$ cat src/rtl/adder_pkg.sv
// Shared widths, FSM state type and result payload for the adder datapath blocks.
package adder_pkg;

  localparam int unsigned WIDTH = 32;
  localparam int unsigned CNT_W = 8;
  localparam int unsigned BLK_W = 4;
  localparam int unsigned N_BLK = WIDTH / BLK_W;

  typedef enum logic [1:0] {
    IDLE  = 2'd0,
    ACCUM = 2'd1,
    HOLD  = 2'd2
  } acc_state_t;

  typedef struct packed {
    logic [WIDTH-1:0] sum;
    logic [CNT_W-1:0] carries;
  } acc_result_t;

endpackage

$ cat src/rtl/carry_skip_32bit_adder.sv
// 32-bit carry-skip adder: 4-bit ripple blocks, each bypassed when all its bits propagate.
module carry_skip_32bit_adder
  import adder_pkg::*;
(
  input  logic [WIDTH-1:0] a,
  input  logic [WIDTH-1:0] b,
  input  logic             cin,
  output logic [WIDTH-1:0] sum,
  output logic             cout
);

  logic             c_blk;
  logic             c_rip;
  logic             p_blk;
  logic [WIDTH-1:0] p;
  logic [WIDTH-1:0] g;

  assign p = a ^ b;
  assign g = a & b;

  // Ripple inside a block; the block carry-out skips the ripple when the block fully propagates.
  always_comb begin
    sum   = '0;
    c_blk = cin;
    c_rip = 1'b0;
    p_blk = 1'b0;
    for (int blk = 0; blk < int'(N_BLK); blk++) begin
      c_rip = c_blk;
      p_blk = 1'b1;
      for (int i = 0; i < int'(BLK_W); i++) begin
        sum[blk*BLK_W + i] = p[blk*BLK_W + i] ^ c_rip;
        c_rip              = g[blk*BLK_W + i] | (p[blk*BLK_W + i] & c_rip);
        p_blk              = p_blk & p[blk*BLK_W + i];
      end
      c_blk = p_blk ? c_blk : c_rip;
    end
    cout = c_blk;
  end

endmodule

$ cat src/rtl/carry_skip_accumulator.sv
// Folds a programmed-length operand stream into a running sum via one carry-skip adder.
module carry_skip_accumulator
  import adder_pkg::*;
(
  input  logic             clk,
  input  logic             rst_n,
  input  logic             start,
  input  logic [CNT_W-1:0] len,
  input  logic             in_valid,
  output logic             in_ready,
  input  logic [WIDTH-1:0] in_data,
  output logic             out_valid,
  input  logic             out_ready,
  output logic [WIDTH-1:0] out_sum,
  output logic [CNT_W-1:0] out_carries,
  output logic             busy
);

  acc_state_t       state, state_d;
  acc_result_t      res, res_d;
  logic [CNT_W-1:0] remain, remain_d;
  logic [WIDTH-1:0] add_sum;
  logic             add_cout;

  carry_skip_32bit_adder u_adder (
    .a    (res.sum),
    .b    (in_data),
    .cin  (1'b0),
    .sum  (add_sum),
    .cout (add_cout)
  );

  // Next-state and datapath update; in_ready mirrors state==ACCUM.
  always_comb begin
    state_d  = state;
    res_d    = res;
    remain_d = remain;
    case (state)
      IDLE: begin
        if (start) begin
          res_d = '0;
          if (len != '0) begin
            remain_d = len;
            state_d  = ACCUM;
          end else begin
            state_d = HOLD;
          end
        end
      end
      ACCUM: begin
        if (in_valid && in_ready) begin
          res_d.sum     = add_sum;
          res_d.carries = res.carries + CNT_W'(add_cout);
          remain_d      = remain - CNT_W'(1);
          if (remain == CNT_W'(1)) state_d = HOLD;
        end
      end
      HOLD: begin
        if (out_ready) state_d = IDLE;
      end
      default: state_d = IDLE;
    endcase
  end

  // State, datapath and handshake flags, all registered.
  always_ff @(posedge clk or negedge rst_n) begin
    if (!rst_n) begin
      state     <= IDLE;
      res       <= '0;
      remain    <= '0;
      in_ready  <= 1'b0;
      out_valid <= 1'b0;
      busy      <= 1'b0;
    end else begin
      state     <= state_d;
      res       <= res_d;
      remain    <= remain_d;
      in_ready  <= (state_d == ACCUM);
      out_valid <= (state_d == HOLD);
      busy      <= (state_d != IDLE);
    end
  end

  assign out_sum     = res.sum;
  assign out_carries = res.carries;

endmodule

$ cat config.mk
export PLATFORM = sky130hd
export DESIGN_NAME = carry_skip_accumulator
export DESIGN_NICKNAME = d
export VERILOG_FILES = /design/src/rtl/adder_pkg.sv /design/src/rtl/carry_skip_32bit_adder.sv /design/src/rtl/carry_skip_accumulator.sv
export SDC_FILE = /design/constraint.sdc
export NUM_CORES = 1
export LEC_CHECK = 0
export BUFFER_PORTS_ARGS = -buffer_cell sky130_fd_sc_hd__clkbuf_2
export CORE_MARGIN = 2
export CORE_UTILIZATION = 25
export CTS_CLUSTER_SIZE = 12
export DETAILED_ROUTE_END_ITERATION = 7
export PLACE_DENSITY = 0.52
export SKIP_LAST_GASP = 1
export SYNTH_ARGS = -nofsm -noshare
export SYNTH_HDL_FRONTEND = slang
export SYNTH_SLANG_ARGS = --single-unit
$ cat constraint.sdc
create_clock -name clk -period 41 [get_ports clk]
set_input_delay 6.15 -clock clk [delete_from_list [all_inputs] [get_ports clk]]
set_output_delay 6.15 -clock clk [all_outputs]
set_load 0.05 [all_outputs]
==> impl_metrics.ini <==
[sta]
fin_crit_ns = 21.48
final.setup.tns_ns = 0
final-hold-violation-count = 0
slew_headroom = 0.211
fmax_mhz = 46.5
finClkSkew_ns = 0.00775
finalCritPeriodShare = 0.524
worst_slew_pin_slew_ns = 1.18
slew_violations = 0
holdWs_ns = 0.523
rsz0062_at_grt = false
setup_viol = 0

[cts]
cts_buffers = 5
clock_sinks = 53
clkTransAtPathRegs_ns = 0.07
htreeDepth = 2
clockBufferDepth = 2
clk_root_buffer_cell = clkbuf_16
ctsResizeCount = 0
post_cts_buffers = 0
cts_tree = yes
holdBufCountCts = 0
insertion_delay_ns = 0.30

[placement]
port_buffers = 87
place_area_sq_um = 4500
hpwl_um = 7090
gp_congestion = 0.813

[grt]
grt_max_degree = 69
groute.usage.overall = 0.122
antenna_found_initial = 0
grt-ovfl-total = 0
grt_pass1_vias = 3054
grt_first_pass_wirelength_um = 16000

[drt]
drtIter0Drc = 134
wl_per_cell_um = 14.3
drc = 0
drt_wl_total_um = 9440
ant_nets = 0
dr.pass1.iters = 4
vias = 3053
viasPerCell = 4.61

[pwr]
peakVddDrop_v = 0.0000319
power_density_nw_per_um2 = 76.2
power_leakage_nw = 2.30

[layout]
fin_nets = 585
stdcell_area_sq_um = 4650
areaGrowthSynthToFinish_pct = 19.6
drive_gt1_frac = 0.219
diodes = 0

[logic_synthesis]
synthDistinctLibCells = 55
synth.net_count = 505
postSynthCellCount = 393
ys_seq_elements = 53
syn_area_sq_um = 3890
seq_area_frac_synth = 0.341
ys_async_sr_fraction = 1.00
ys_warn_count = 0
avgSynthCellArea_sq_um = 9.89
ys.flop_type = dfrtp_1
synth_edf_count = 0

[worst_setup_path]
slowest_stage = fa_1
worstSetupEndpointType = flop
cp_slowest_stage_delay_ns = 0.43
crit_type = input port to flop
cp_max_fo = 3
arrival_ns = 21.65
worstPathRequired_ns = 41.17
crit_family = adder cells
cp-start-kind = input port
path_common_cell = fa_1
critPathBufInv = 3

[run_status]
status = finished, final reports clean

[floorplan]
dieHeight_um = 129
die_w_um = 129
die_area_sq_um = 16600
initial_utilization = 0.256
num_rows = 45
ioPinCount = 88
core-area_sq_um = 15200

[worst_hold_path]
hold_path.class = flop to flop

[run]
cap_violations = 0
[area by class of cell]
| cell class | count | area (sq um) |
|---|---|---|
| Inverter | 66 | 248 |
| Clock buffer | 5 | 125 |
| Sequential cell | 53 | 1330 |
| Multi-Input combinational cell | 258 | 2240 |
| Timing Repair Buffer | 89 | 450 |
| Clock inverter | 3 | 22.5 |
| Tap cell | 188 | 235 |
| Fill cell | 1602 | 10600 |
[flip-flops by register name, indices dropped and copies added (netlist names)]
register     count
busy             1
out_carries      8
state            2
remain           8
out_valid        1
in_ready         1
out_sum         32
[cell usage after synthesis, drive strengths merged, types with 4 or more instances]
library cell / count / share of area
fa: 31 / 0.16
clkbuf: 4 / 0.0039
o21ai: 12 / 0.015
buf: 12 / 0.016
nand2: 48 / 0.046
inv: 66 / 0.064
a211oi: 4 / 0.0077
ha: 36 / 0.12
dfrtp: 53 / 0.34
nand4: 7 / 0.011
o31ai: 31 / 0.060
a21oi: 12 / 0.015
nor2: 15 / 0.015
[kinds of logic after synthesis]
kind of cell    share of synthesized area
xor+xnor                           0.0135
compound gates                      0.153
simple gates                        0.133
flops                               0.341
buf+inv                            0.0840
fa+ha+maj                           0.276
[tightest hold or removal path, stage by stage (launching register included)]
cell     delay, ns
dfrtp_1       0.37
nand2_1       0.05
o21ai_0       0.06
[power by group]
part / leakage [nW] / switching (mW) / internal [mW]
clock network: 0.0738 / 0.0208 / 0.0228
registers: 0.653 / 0.0254 / 0.0747
logic: 1.57 / 0.142 / 0.0686
[routing by layer]
| metal | wire length, um | up-vias | track usage | share of wire |
|---|---|---|---|---|
| li1 | - | 1473 | - | - |
| met3 | 463 | 12 | 0.0266 | 0.049 |
| met5 | 0 | - | 0 | 0 |
| met1 | 4560 | 1496 | 0.174 | 0.48 |
| met4 | 155 | 0 | 0.0352 | 0.016 |
| met2 | 4270 | 72 | 0.186 | 0.45 |
[cell usage in the layout, fill, tap and decap left out, drive strengths merged, types with 2 or more instances in the layout]
cell     count
inv         66
nand4        7
ha          36
o2111ai      2
fa          31
buf          2
nor3         3
o21ai       12
a21oi       12
a41oi        2
dfrtp       53
xnor2        3
nand4b       3
o31ai       31
or3          3
a211oi       4
o22ai        3
or3b         2
nor4         3
nor2        15
nand3        3
nand2b       2
nor3b        2
clkinv       3
nand2       48
a41o         2
xor2         3
o211ai       2
clkbuf      92
and4         3
[through the flow]
stage                     worst slack [ns]   util  power (mW)  instances
final                                19.52  0.306       0.354        662
after detailed placement             19.15  0.296       0.312        654
after global placement               19.45  0.296       0.307        654
after global routing                 18.78  0.306       0.390        662
after CTS                            19.45  0.306       0.360        662
after floorplan                      20.23      -       0.259        393
[final timing paths]
kind                       slack (ns)                    from                         end  depth (start not counted)
max                             19.52              in_data[0]  out_carries[7]$_DFFE_PN0P_                         54
min                              0.52  out_sum[0]$_DFFE_PN0P_      out_sum[0]$_DFFE_PN0P_                          2
max reg2reg                     25.06  out_sum[0]$_DFFE_PN0P_  out_carries[7]$_DFFE_PN0P_                         53
min reg2reg                      0.52  out_sum[0]$_DFFE_PN0P_      out_sum[0]$_DFFE_PN0P_                          2
max in group asynchronous       34.54                   rst_n       remain[4]$_DFFE_PN0P_                          2
min in group asynchronous        5.99                   rst_n     out_sum[28]$_DFFE_PN0P_                          2
Power figures use the tool's default switching activity.
